[src/rtl/decode_stage_sb.sv]
// decode_stage_sb: registered RV32I decode stage with valid/ready handshakes and RAW/WAW scoreboard.
// Optional macro DEC_WB_BYPASS_EN lets a same-cycle writeback unblock the hazard check.
module decode_stage_sb #(
  parameter int XLEN = 32,
  parameter int REG_ADDR_WIDTH = 5,
  parameter int NUM_REGS = 2**REG_ADDR_WIDTH,
  parameter int STALL_CNT_W = 16
) (
  input  logic                      clk,
  input  logic                      reset,
  input  logic                      in_valid,
  output logic                      in_ready,
  input  logic [31:0]               instruction,
  output logic                      out_valid,
  input  logic                      out_ready,
  output logic [6:0]                instruction_type,
  output logic [2:0]                funct3,
  output logic [6:0]                funct7,
  output logic [XLEN-1:0]           immediate,
  output logic [REG_ADDR_WIDTH-1:0] rs1,
  output logic [REG_ADDR_WIDTH-1:0] rs2,
  output logic [REG_ADDR_WIDTH-1:0] rd,
  output logic                      rs1_valid,
  output logic                      rs2_valid,
  output logic                      rd_valid,
  output logic                      illegal,
  input  logic                      wb_valid,
  input  logic [REG_ADDR_WIDTH-1:0] wb_rd,
  input  logic                      flush,
  output logic                      decoder_stall,
  output logic [STALL_CNT_W-1:0]    stall_cycles
);
  localparam logic [6:0] OP_R = 7'b0110011, OP_I = 7'b0010011, OP_LOAD = 7'b0000011,
                         OP_STORE = 7'b0100011, OP_BR = 7'b1100011, OP_LUI = 7'b0110111,
                         OP_AUIPC = 7'b0010111, OP_JAL = 7'b1101111, OP_JALR = 7'b1100111,
                         OP_SYS = 7'b1110011;
  logic [6:0] op;
  logic [2:0] d_f3;
  logic [6:0] d_f7;
  logic signed [31:0] imm32;
  logic d_ill, d_r1v, d_r2v, d_rdv, hazard, accept;
  logic [REG_ADDR_WIDTH-1:0] d_rs1, d_rs2, d_rd;
  logic [NUM_REGS-1:0] sb, sb_eff, wb_mask, set_mask;
  assign op = instruction[6:0];
  always_comb begin
    d_ill = 1'b0;
    d_r1v = 1'b0;
    d_r2v = 1'b0;
    d_rdv = 1'b0;
    d_f3 = instruction[14:12];
    d_f7 = 7'd0;
    imm32 = '0;
    case (op)
      OP_R: begin d_r1v = 1'b1; d_r2v = 1'b1; d_rdv = 1'b1; d_f7 = instruction[31:25]; end
      OP_I, OP_LOAD, OP_JALR: begin
        d_r1v = 1'b1;
        d_rdv = 1'b1;
        imm32 = {{20{instruction[31]}}, instruction[31:20]};
      end
      OP_SYS: imm32 = {{20{instruction[31]}}, instruction[31:20]};
      OP_STORE: begin
        d_r1v = 1'b1;
        d_r2v = 1'b1;
        imm32 = {{20{instruction[31]}}, instruction[31:25], instruction[11:7]};
      end
      OP_BR: begin
        d_r1v = 1'b1;
        d_r2v = 1'b1;
        imm32 = {{20{instruction[31]}}, instruction[7], instruction[30:25], instruction[11:8], 1'b0};
      end
      OP_LUI, OP_AUIPC: begin d_rdv = 1'b1; d_f3 = 3'd0; imm32 = {instruction[31:12], 12'd0}; end
      OP_JAL: begin
        d_rdv = 1'b1;
        d_f3 = 3'd0;
        imm32 = {{12{instruction[31]}}, instruction[19:12], instruction[20], instruction[30:21], 1'b0};
      end
      default: begin d_ill = 1'b1; d_f3 = 3'd0; end
    endcase
  end
  assign d_rs1 = d_r1v ? REG_ADDR_WIDTH'(instruction[19:15]) : '0;
  assign d_rs2 = d_r2v ? REG_ADDR_WIDTH'(instruction[24:20]) : '0;
  assign d_rd  = d_rdv ? REG_ADDR_WIDTH'(instruction[11:7]) : '0;
  assign wb_mask = wb_valid ? NUM_REGS'(1) << wb_rd : '0;
`ifdef DEC_WB_BYPASS_EN
  assign sb_eff = sb & ~wb_mask;
`else
  assign sb_eff = sb;
`endif
  assign hazard = (d_r1v & sb_eff[d_rs1]) | (d_r2v & sb_eff[d_rs2]) | (d_rdv & sb_eff[d_rd]);
  assign in_ready = ~hazard & (~out_valid | out_ready) & ~flush;
  assign accept = in_valid & in_ready;
  assign decoder_stall = in_valid & ~in_ready;
  assign set_mask = (accept & d_rdv) ? NUM_REGS'(1) << d_rd : '0;
  always_ff @(posedge clk or posedge reset) begin
    if (reset) begin
      out_valid <= 1'b0;
      instruction_type <= '0;
      funct3 <= '0;
      funct7 <= '0;
      immediate <= '0;
      rs1 <= '0;
      rs2 <= '0;
      rd <= '0;
      rs1_valid <= 1'b0;
      rs2_valid <= 1'b0;
      rd_valid <= 1'b0;
      illegal <= 1'b0;
      sb <= '0;
      stall_cycles <= '0;
    end else begin
      if (in_valid & hazard & ~&stall_cycles) stall_cycles <= stall_cycles + 1'b1;
      if (flush) begin
        out_valid <= 1'b0;
        sb <= '0;
      end else begin
        // set is OR-ed after the writeback clear so a same-index set wins; x0 never tracked
        sb <= ((sb & ~wb_mask) | set_mask) & ~NUM_REGS'(1);
        if (accept) begin
          out_valid <= 1'b1;
          instruction_type <= d_ill ? 7'd0 : op;
          funct3 <= d_f3;
          funct7 <= d_f7;
          immediate <= XLEN'(imm32);
          rs1 <= d_rs1;
          rs2 <= d_rs2;
          rd <= d_rd;
          rs1_valid <= d_r1v;
          rs2_valid <= d_r2v;
          rd_valid <= d_rdv;
          illegal <= d_ill;
        end else if (out_ready) out_valid <= 1'b0;
      end
    end
  end
endmodule
[config.mk]
export PLATFORM = sky130hd
export DESIGN_NAME = decode_stage_sb
export DESIGN_NICKNAME = d
export VERILOG_FILES = /design/src/rtl/decode_stage_sb.sv
export SDC_FILE = /design/constraint.sdc
export NUM_CORES = 1
export LEC_CHECK = 0
export ABC_AREA = 1
export BUFFER_PORTS_ARGS = -buffer_cell sky130_fd_sc_hd__buf_2
export CAP_MARGIN = 5
export CORE_MARGIN = 2
export CORE_UTILIZATION = 56
export DETAILED_ROUTE_END_ITERATION = 8
export PLACE_DENSITY = 0.84
export SYNTH_ARGS = -nofsm -noshare
export SYNTH_HDL_FRONTEND = slang
export SYNTH_SLANG_ARGS = --single-unit
[constraint.sdc]
create_clock -name clk -period 4.4 [get_ports clk]
set_input_delay 0.66 -clock clk [delete_from_list [all_inputs] [get_ports clk]]
set_output_delay 0.66 -clock clk [all_outputs]
set_load 0.02 [all_outputs]
After elaboration in Yosys (flattened, before gate mapping)
Index checks and enable logic that the tools add are counted.
- shift operators: 2
- add/sub/neg operators: 1
- equality and inequality tests: 10
- magnitude comparators: 3
- mux-type cells: 23
- reductions and logical operators: 11
- bitwise gates (word level): 20
- operators by type and width (operator ; count):
    $pmux 32 s5 ; 1
    $mux 32 ; 3
    $shl 1x5->32 const A ; 2
    $and 32x32->32 ; 1
    $not 32->32 ; 1
    $or 32x32->32 ; 1
    $eq 7x7->1 const B ; 4
    $eq 7x6->1 const B ; 3
    $lt 5x6->1 const B ; 3
    $add 16x1->16 const B ; 1
    $reduce_and 16->1 ; 1
    $bmux 1 s5 ; 3
    $mux 5 ; 3
    $eq 7x5->1 const B ; 2
    $mux 7 ; 2
    $reduce_or 7->1 ; 2
    $and 1x1->1 ; 10
    $mux 1 ; 10
    $reduce_or 10->1 ; 1
    $eq 7x2->1 const B ; 1
    $reduce_or 6->1 ; 1
    $not 1->1 ; 4
    $reduce_or 4->1 ; 1
    $mux 3 ; 1
    other kinds (6) ; 8
- logic and storage cells: 84
- bits in registers: 117
- bits of input ports: 43

Longest topological paths before layout
Gate-level depths: netlist (run 1).
- word-level depth: 17
- gate-level depth with buffers: 24

Least setup slack after synthesis (run 1)
No wires, ideal clock.
- path kind: input -> output
- start point: input instruction[2]
- end point: output in_ready
- data required time: 3.740 ns
- stages on the path: 17
- setup slack: 1.348 ns
- arrival time: 2.392 ns
- cells stage by stage: nor2_1 nand2_1 a21oi_2 nand2_2 buf_2 nand2_1 o211ai_1 nand3_1 nand3_1 nand2_1 nand2_1 nand2_1 nand2_1 nor2_1 nand2_2 nor2_4 buf_2
- cells in the longest elaborated chain, start to end: 12
- elaborated cells between the ends (all ways): 32
- RTL lines (what ; line ; RTL):
    from (decl) ; 13 ; input logic [31:0] instruction,
    $eq 7x5->1, or another cell as far along ; 53 ; case (op)
    $reduce_or 6->1 (no line) / $reduce_or 3->1 (equally long branches) ; -- ;
    $mux 1 ; 53 ;
    $mux 5, on equally long branches ; 80, 81 ;
    $bmux 1 s5 ; 89 ; assign hazard = (d_r1v & sb_eff[d_rs1]) | (d_r2v & sb_eff[d_rs2]) | (d_rdv & sb_eff[d_rd]);
    $mux 1 (implied by the code) ; 89 ;
    $and 1x1->1 ; 89 ;
    $or 1x1->1 ; 89 ;
    $or 1x1->1 (*) ; 89 ;
    $not 1->1 (*) ; 90 ; assign in_ready = ~hazard & (~out_valid | out_ready) & ~flush;
    $and 1x1->1 (*) (2 in a row) ; 90 ;
    to (decl) ; 12 ; output logic in_ready,
Mark *: on every way between the ends. The rest lies on a longest branch, timed or not. The select of a mux whose other input is x is not followed.

Final worst setup path (run 1)
- start point: input instruction[2]
- end point: output decoder_stall
- cells in the longest elaborated chain, start to end: 14
- elaborated cells between the ends (all ways): 34
- RTL lines (what ; line ; RTL):
    $eq 7x5->1, or another cell as far along ; 53 ;
    $reduce_or 6->1 (no line) / $reduce_or 3->1 (equally long branches) ; -- ;
    $mux 1 ; 53 ;
    $mux 5, on equally long branches ; 80, 81 ;
    $bmux 1 s5 ; 89 ;
    $mux 1 (implied by the code) ; 89 ;
    $and 1x1->1 ; 89 ;
    $or 1x1->1 ; 89 ;
    $or 1x1->1 (*) ; 89 ;
    $not 1->1 (*) ; 90 ;
    $and 1x1->1 (*) (2 in a row) ; 90 ;
    $not 1->1 (*) ; 92 ; assign decoder_stall = in_valid & ~in_ready;
    $and 1x1->1 (*) ; 92 ;
    to (decl) ; 30 ; output logic decoder_stall,
Marked as above.

==> reports/results.ini, run 1 <==
[status]
run_status=finished, final reports clean

[die]
io-pin-count=130
die_area_um2=13000
std_cell_rows=40
die_w_um=114
floorplan.initialDensity_pct=56.8
floorplan.die.height_um=114
coreArea_um2=11900

[power]
sequentialPowerShare_pct=38.2
peak_ir_drop_on_the_vdd_network_mv=0.305
p_clk_share_pct=50.0
internal_mw=2.18
switching_share_pct=27.1
powerDensity_nw_per_um2=368
power.net_switching_mw=0.810
report.power.total_mw=2.99
power.combinational.fraction_pct=11.8
total_leakage_power_nw=4.08

[placed_design]
buffer_ports.inserted=129
placed_cell_area_um2=7490
post_detail_place_hpwl_mm=14.9
gp_congestion=0.994
placedCellCount=1193

[sta]
final-hold-violation-count=0
layout_min_cycle_time_ns=3.95
fmax_ghz=0.253
setup_repair_after_global_routing_missed_its_margin=no
timing.final.setup_violations=0
setup-tns-final_ns=0
maxSlewHeadroom_pct=59.2
worst_clock_skew_ns=0.0100
tightest_slew_ns=0.611
report.final.slew_viol_count=0
layout_worst_path_cycle_share_pct=89.7

[yosys]
synth-seq-cells=116
syn_area_per_cell_um2=7.12
synth_top_flop_cell=sky130_fd_sc_hd__dfrtp_1
synth_sequential_area_ratio_pct=42.9
syn-num-nets=994
netlist_top_cells_count=271 x sky130_fd_sc_hd__nand2_1, 116 x sky130_fd_sc_hd__dfrtp_1, 85 x sky130_fd_sc_hd__inv_1, 85 x sky130_fd_sc_hd__nand3_1, 73 x sky130_fd_sc_hd__nor2_1
synth_edf_count=0
synth_largest_area_cell=sky130_fd_sc_hd__dfrtp_1
yosysMostFrequentCell=sky130_fd_sc_hd__nand2_1
post_synth_instance_area_um2=6760
synth_top_area_share_pct=42.9
synth_cell_type_count=35
syn_inst=950
yosysWarningCount=0
yosys-top-cells-area=sky130_fd_sc_hd__dfrtp_1 43%, sky130_fd_sc_hd__nand2_1 15%, sky130_fd_sc_hd__nand3_1 6.3%
ys_async_sr_fraction_pct=100

[finish]
final_cell_count_no_fill=1225
post-route-util_pct=68.3
layout.nets=1109
antennaDiodeCount=0
final_design_area_no_fill_um2=8130
syn2layout_area_growth_pct=20.2
final_layout_size_suffix_gt1_share_pct=19.3

[routing]
post_drt_wl_per_cell_um=16.9
drt-pass1-iter-count=5
num_vias=7078
drt_wl_total_mm=20.7
viasPerCell=5.78
count_of_antenna_violating_nets_left_after_detailed_routing=0
first_iteration_detailed_routing_drc_count=911
post-route-drc-count=0

[grt]
grt_pass1_vias=6550
overflow=0
grt_antenna_before_repair=0
grt_first_pass_wirelength_mm=33.6
global_route.usage.total_pct=33.1
grt_max_degree=46

[worst_setup_path]
crit_path_capture_type=output pin
worstPathRequired_ns=3.74
critical_path.max_fanout=19
cp_data_arrival_time_ns=3.29
ff2ff_path_depth=17
start_kind=primary input
critical_path_class=in2out

[clock_tree]
cts_resized=0
cts_tree=built
path_clk_slew_ns=0.06
cts.repair_timing.setup_buffer_count=0
h-tree-depth=4
holdBufCountCts=0
root_buffer=sky130_fd_sc_hd__clkbuf_16
numClockSinks=116
cts-root-to-sink-buffers=2
worstSkewPairLatency_ns=0.42
cts_buffers=17

[flow_run]
maxCapViolations=0

[hold_path]
worstHoldPathType=in2async

## per-layer routing
metal | vias to the layer above | track usage, % | share of wire (%)
met5 | - | 0 | 0
met4 | 0 | 14.6 | 2.9
met3 | 51 | 6.54 | 8.8
met2 | 398 | 52.1 | 46
met1 | 3271 | 44.6 | 42
li1 | 3358 | - | -
## critical path, cell delays in order
cell and delay [ns]:
sky130_fd_sc_hd__buf_2 0.13, sky130_fd_sc_hd__nor2_1 0.19, sky130_fd_sc_hd__nand2_1 0.13, sky130_fd_sc_hd__a21oi_2 0.35
sky130_fd_sc_hd__nand2_2 0.32, sky130_fd_sc_hd__o21ai_0 0.31, sky130_fd_sc_hd__nand2_1 0.08, sky130_fd_sc_hd__nand3_1 0.09
sky130_fd_sc_hd__nand3_1 0.08, sky130_fd_sc_hd__nand2_1 0.08, sky130_fd_sc_hd__nand2_1 0.05, sky130_fd_sc_hd__nand2_1 0.07
sky130_fd_sc_hd__nand2_1 0.06, sky130_fd_sc_hd__nor2_1 0.14, sky130_fd_sc_hd__nand2_2 0.12, sky130_fd_sc_hd__o21ai_0 0.20
sky130_fd_sc_hd__inv_1 0.06, sky130_fd_sc_hd__buf_2 0.15
## final timing paths
check                          startpoint               end  slack, ns
setup / recovery           instruction[2]     decoder_stall       0.45
hold reg to reg                 funct7[6]         funct7[6]       0.48
hold / removal                      reset  stall_cycles[13]       0.29
setup reg to reg                    sb[5]             rd[0]       1.79
max in group asynchronous           reset            sb[27]       3.19
min in group clk                funct7[6]         funct7[6]       0.48
## logic make-up (layout without fill, tap and decap cells)
logic type                 count (synthesis)  count (layout)  synth area share [%]
AOI/OAI and AO/OA                        169             169                  13.4
xor gates and xnor gates                  13              13                  1.68
adders and majority gates                  1               1                 0.185
buffers and inverters                    144             272                  8.81
DFF                                      116             116                  42.9
and+or+nand+nor                          507             507                  33.0
## area by class of cell
class | instances | area, um2
fill | 1021 | 3780
tap | 147 | 184
sequential | 116 | 2900
multi-input combinational | 690 | 3270
clock buffer | 19 | 443
clock inverter | 13 | 196
timing repair buffer | 144 | 771
inverter | 96 | 363
## power groups by stage
stage	combinational, mW	clock (mW)	sequential [mW]
floorplan	0.179	0	1.20
global placement	0.345	0	1.16
detailed placement	0.349	0	1.16
CTS	0.352	1.50	1.14
global route	0.388	1.55	1.14
finish	0.354	1.49	1.14
## cells in the final DEF, fill, tap and decap left out, types with 3 or more instances in the layout
cell,n
sky130_fd_sc_hd__a21oi_1,39
sky130_fd_sc_hd__a22oi_1,4
sky130_fd_sc_hd__a31oi_1,11
sky130_fd_sc_hd__buf_2,129
sky130_fd_sc_hd__buf_4,14
sky130_fd_sc_hd__bufinv_16,4
sky130_fd_sc_hd__clkbuf_16,17
sky130_fd_sc_hd__clkinv_4,3
sky130_fd_sc_hd__dfrtp_1,116
sky130_fd_sc_hd__inv_1,84
sky130_fd_sc_hd__inv_2,11
sky130_fd_sc_hd__inv_6,4
sky130_fd_sc_hd__nand2_1,271
sky130_fd_sc_hd__nand2_2,6
sky130_fd_sc_hd__nand2_4,4
sky130_fd_sc_hd__nand3_1,85
sky130_fd_sc_hd__nand4_1,39
sky130_fd_sc_hd__nor2_1,73
sky130_fd_sc_hd__nor2_2,3
sky130_fd_sc_hd__nor2_4,5
sky130_fd_sc_hd__nor3_1,13
sky130_fd_sc_hd__nor4_1,3
sky130_fd_sc_hd__o211ai_1,5
sky130_fd_sc_hd__o21ai_0,49
sky130_fd_sc_hd__o21ai_1,57
sky130_fd_sc_hd__xnor2_1,6
sky130_fd_sc_hd__xor2_1,7
## sequential cells by signal, indices dropped and copies added (netlist names)
| signal | cells |
|---|---|
| rs2_valid | 1 |
| rd | 5 |
| illegal | 1 |
| rd_valid | 1 |
| immediate | 32 |
| rs2 | 5 |
| funct3 | 3 |
| rs1_valid | 1 |
| instruction_type | 7 |
| stall_cycles | 16 |
| rs1 | 5 |
| funct7 | 7 |
| sb | 31 |
| out_valid | 1 |
## through the flow
| stage | hold slack, ns | setup WS (ns) |
|---|---|---|
| after floorplan | 0.518 | 0.668 |
| after CTS | 0.297 | 0.526 |
| after detailed placement | 0.469 | 0.536 |
| after global placement | 0.460 | 0.541 |
| after global routing | 0.328 | 0.230 |
| final | 0.288 | 0.455 |
Power figures use the tool's default switching activity.
==> inputs of run 2 (changes only) <==
--- a/config.mk
+++ b/config.mk
@@ -5,13 +5,12 @@
 export SDC_FILE = /design/constraint.sdc
 export NUM_CORES = 1
 export LEC_CHECK = 0
-export ABC_AREA = 1
 export BUFFER_PORTS_ARGS = -buffer_cell sky130_fd_sc_hd__buf_2
 export CAP_MARGIN = 5
 export CORE_MARGIN = 2
-export CORE_UTILIZATION = 56
+export CORE_UTILIZATION = 55
 export DETAILED_ROUTE_END_ITERATION = 8
-export PLACE_DENSITY = 0.84
+export PLACE_DENSITY = 0.83
 export SYNTH_ARGS = -nofsm -noshare
 export SYNTH_HDL_FRONTEND = slang
 export SYNTH_SLANG_ARGS = --single-unit
==> run 2 against run 1 <==
- first-iteration DRC count fell by 28%
- power fell by 3.3%
- hold slack got worse by 0.044 ns
- clock skew rose by 0.0011 ns
- count of clock-buffer cells in the layout rose by 5
- critical endpoint unchanged
- maximum frequency rose by 8.8%
==> reports/results.ini, run 2 <==
[grt]
grt_pass1_vias=5534
grt_max_degree=94
grt_first_pass_wirelength_mm=28.4
global_route.usage.total_pct=30.8
overflow=0
grt_antenna_before_repair=1

[yosys]
synth_cell_type_count=66
ys_async_sr_fraction_pct=100
synth_mux_area_share_pct=8.46
post_synth_instance_area_um2=6220
yosysWarningCount=0
synth_top_flop_cell=sky130_fd_sc_hd__dfrtp_1
yosysMostFrequentCell=sky130_fd_sc_hd__nand2_1
synthSimpleGateAreaFrac_pct=20.4
synth_sequential_area_ratio_pct=46.6
combinational_family_with_the_most_area_after_synthesis=simple AND/OR/NAND/NOR gates
synth_edf_count=0
yosys-top-cells-area=sky130_fd_sc_hd__dfrtp_1 47%, sky130_fd_sc_hd__o21ai_0 7.8%, sky130_fd_sc_hd__nand2_1 7.4%
synth_top_area_share_pct=46.6
synth-seq-cells=116
synth_largest_area_cell=sky130_fd_sc_hd__dfrtp_1
syn_area_per_cell_um2=9.34
syn-num-nets=710
synth_xor_area_share_pct=2.25
syn_inst=666
synth_fa_ha_area_share_pct=0.201
synth-compound-area-share_pct=17.6
netlist_top_cells_count=122 x sky130_fd_sc_hd__nand2_1, 116 x sky130_fd_sc_hd__dfrtp_1, 97 x sky130_fd_sc_hd__o21ai_0, 37 x sky130_fd_sc_hd__a21oi_1, 28 x sky130_fd_sc_hd__nand3_1

[sta]
setup-tns-final_ns=0
layout_worst_path_cycle_share_pct=82.4
fmax_ghz=0.276
report.final.slew_viol_count=0
setup_repair_after_global_routing_missed_its_margin=no
worst_clock_skew_ns=0.0111
timing.final.setup_violations=0
tightest_slew_ns=0.992
layout_min_cycle_time_ns=3.63
maxSlewHeadroom_pct=32.2
final-hold-violation-count=0

[placed_design]
gp_congestion=0.952
placed_cell_area_um2=6850
post_detail_place_hpwl_mm=12.8
placedCellCount=887
buffer_ports.inserted=129

[routing]
post-route-drc-count=0
drt_wl_total_mm=18.2
post_drt_wl_per_cell_um=19.8
viasPerCell=6.43
first_iteration_detailed_routing_drc_count=655
count_of_antenna_violating_nets_left_after_detailed_routing=0
num_vias=5913
drt-pass1-iter-count=7

[finish]
final_common_cell=sky130_fd_sc_hd__buf_2
final_cell_count_no_fill=920
registers.top_by_ff_count=immediate
layout.nets=810
sequential_cell_area_um2=2900
final_design_area_no_fill_um2=7480
syn2layout_area_growth_pct=20.2
final_layout_size_suffix_gt1_share_pct=25.4
largest_register_ff_count=32
multiInputGateArea_um2=3050
largestRegisters=immediate x32, sb x31, stall_cycles x16
filler_cell_count=838
most-common-layout-cells=129 x sky130_fd_sc_hd__buf_2, 122 x sky130_fd_sc_hd__nand2_1, 116 x sky130_fd_sc_hd__dfrtp_1, 97 x sky130_fd_sc_hd__o21ai_0, 37 x sky130_fd_sc_hd__a21oi_1

[die]
floorplan.initialDensity_pct=56.9
coreArea_um2=10900
std_cell_rows=38
io-pin-count=130
die_w_um=110
floorplan.die.height_um=110
die_area_um2=12200

[clock_tree]
worstSkewPairLatency_ns=0.43
cts.repair_timing.setup_buffer_count=0
cts-root-to-sink-buffers=2
path_clk_slew_ns=0.05
h-tree-depth=4
cts_resized=0
cts_tree=built
holdBufCountCts=0
numClockSinks=116
root_buffer=sky130_fd_sc_hd__clkbuf_16
cts_buffers=17

[worst_setup_path]
cp_data_arrival_time_ns=2.97
crit_path_capture_type=output pin
crit_path_cell_trace=buf_2 > mux4_2 > and2_1 > a2111oi_0 > or3_2 > nand3_1 > nor3_1 > nor2b_1 > buf_2
launch_instance_of_the_worst_register_to_register_path=sb[5]
worstPathBufferInverterCount=2
worst-r2r-setup-slack_ns=1.25
start_kind=primary input
worstPathRequired_ns=3.74
crit_top_cell=sky130_fd_sc_hd__buf_2
critical-path-max-stage-delay_ns=0.54
cpMaxStageDelayCell=sky130_fd_sc_hd__mux4_2
critical_path_class=in2out
ff2ff_path_depth=9
critical_path_depth=9
critical_path.max_fanout=16
crit-reg2reg-capture=sb[6]
cp_top_family=simple AND/OR/NAND/NOR gates

[power]
powerDensity_nw_per_um2=386
total_leakage_power_nw=3.42
peak_ir_drop_on_the_vdd_network_mv=0.257

[flow_run]
maxCapViolations=0

[status]
run_status=finished, final reports clean

[hold_path]
worstHoldPathType=in2async

run 2: cell type report:
cell class              instances  area share [%]
clock buffers                  24            6.44
repair buffers                133            9.20
multi-input cells             489            40.7
clock inverters                 8            1.97
diodes                          1          0.0334
flip-flops and latches        116            38.8
well taps                     140            2.34
inverters                       9           0.485
run 2: layer usage:
| metal | share of wire [%] | vias up | global-route usage (%) |
|---|---|---|---|
| li1 | - | 2601 | - |
| met1 | 39 | 2898 | 40.2 |
| met2 | 49 | 357 | 49.3 |
| met3 | 9.6 | 57 | 7.94 |
| met4 | 2.7 | 0 | 12.7 |
| met5 | 0 | - | 0 |
run 2: cell families (layout without fill, tap and decap cells):
group / after synthesis / count (layout)
xor+xnor: 16 / 16
compound gates: 184 / 184
fa+ha+maj: 1 / 1
simple gates: 254 / 254
other cells: 0 / 1
mux: 34 / 34
flops: 116 / 116
buf+inv: 61 / 174
run 2: worst max-delay path by stage:
stage                                to  slack (ns)             from
after floorplan               funct3[0]        0.67            reset
after detailed placement          sb[4]        0.77  instruction[15]
after CTS                 decoder_stall        0.78  instruction[15]
after global placement    decoder_stall        0.81  instruction[15]
after global routing      decoder_stall        0.50   instruction[7]
final                     decoder_stall        0.77   instruction[7]
run 2: stage by stage:
stage / utilization, % / hold WS [ns] / total power [mW] / setup slack, ns
final: 68.4 / 0.244 / 2.89 / 0.775
after global routing: 68.4 / 0.296 / 2.97 / 0.500
after CTS: 68.4 / 0.263 / 2.89 / 0.783
after detailed placement: 62.6 / 0.466 / 1.44 / 0.767
after global placement: 62.6 / 0.458 / 1.42 / 0.808
after floorplan: - / 0.504 / 1.33 / 0.668
run 2: where the power goes:
part	internal (mW)	switching, mW	leakage, nW	total (mW)
clock network	0.990	0.475	0.297	1.47
registers	1.10	0.0235	1.61	1.12
logic	0.0912	0.209	1.51	0.300
run 2: worst reg2reg max path: stages, from the launching register on:
cell,delay [ns]
sky130_fd_sc_hd__dfrtp_1,0.46
sky130_fd_sc_hd__mux4_2,0.28
sky130_fd_sc_hd__nand2b_1,0.10
sky130_fd_sc_hd__a21oi_1,0.06
sky130_fd_sc_hd__a2111oi_0,0.87
sky130_fd_sc_hd__nor3_4,0.14
sky130_fd_sc_hd__nand4_4,0.29
sky130_fd_sc_hd__buf_4,0.41
sky130_fd_sc_hd__nand3b_1,0.28
sky130_fd_sc_hd__o21ai_0,0.14
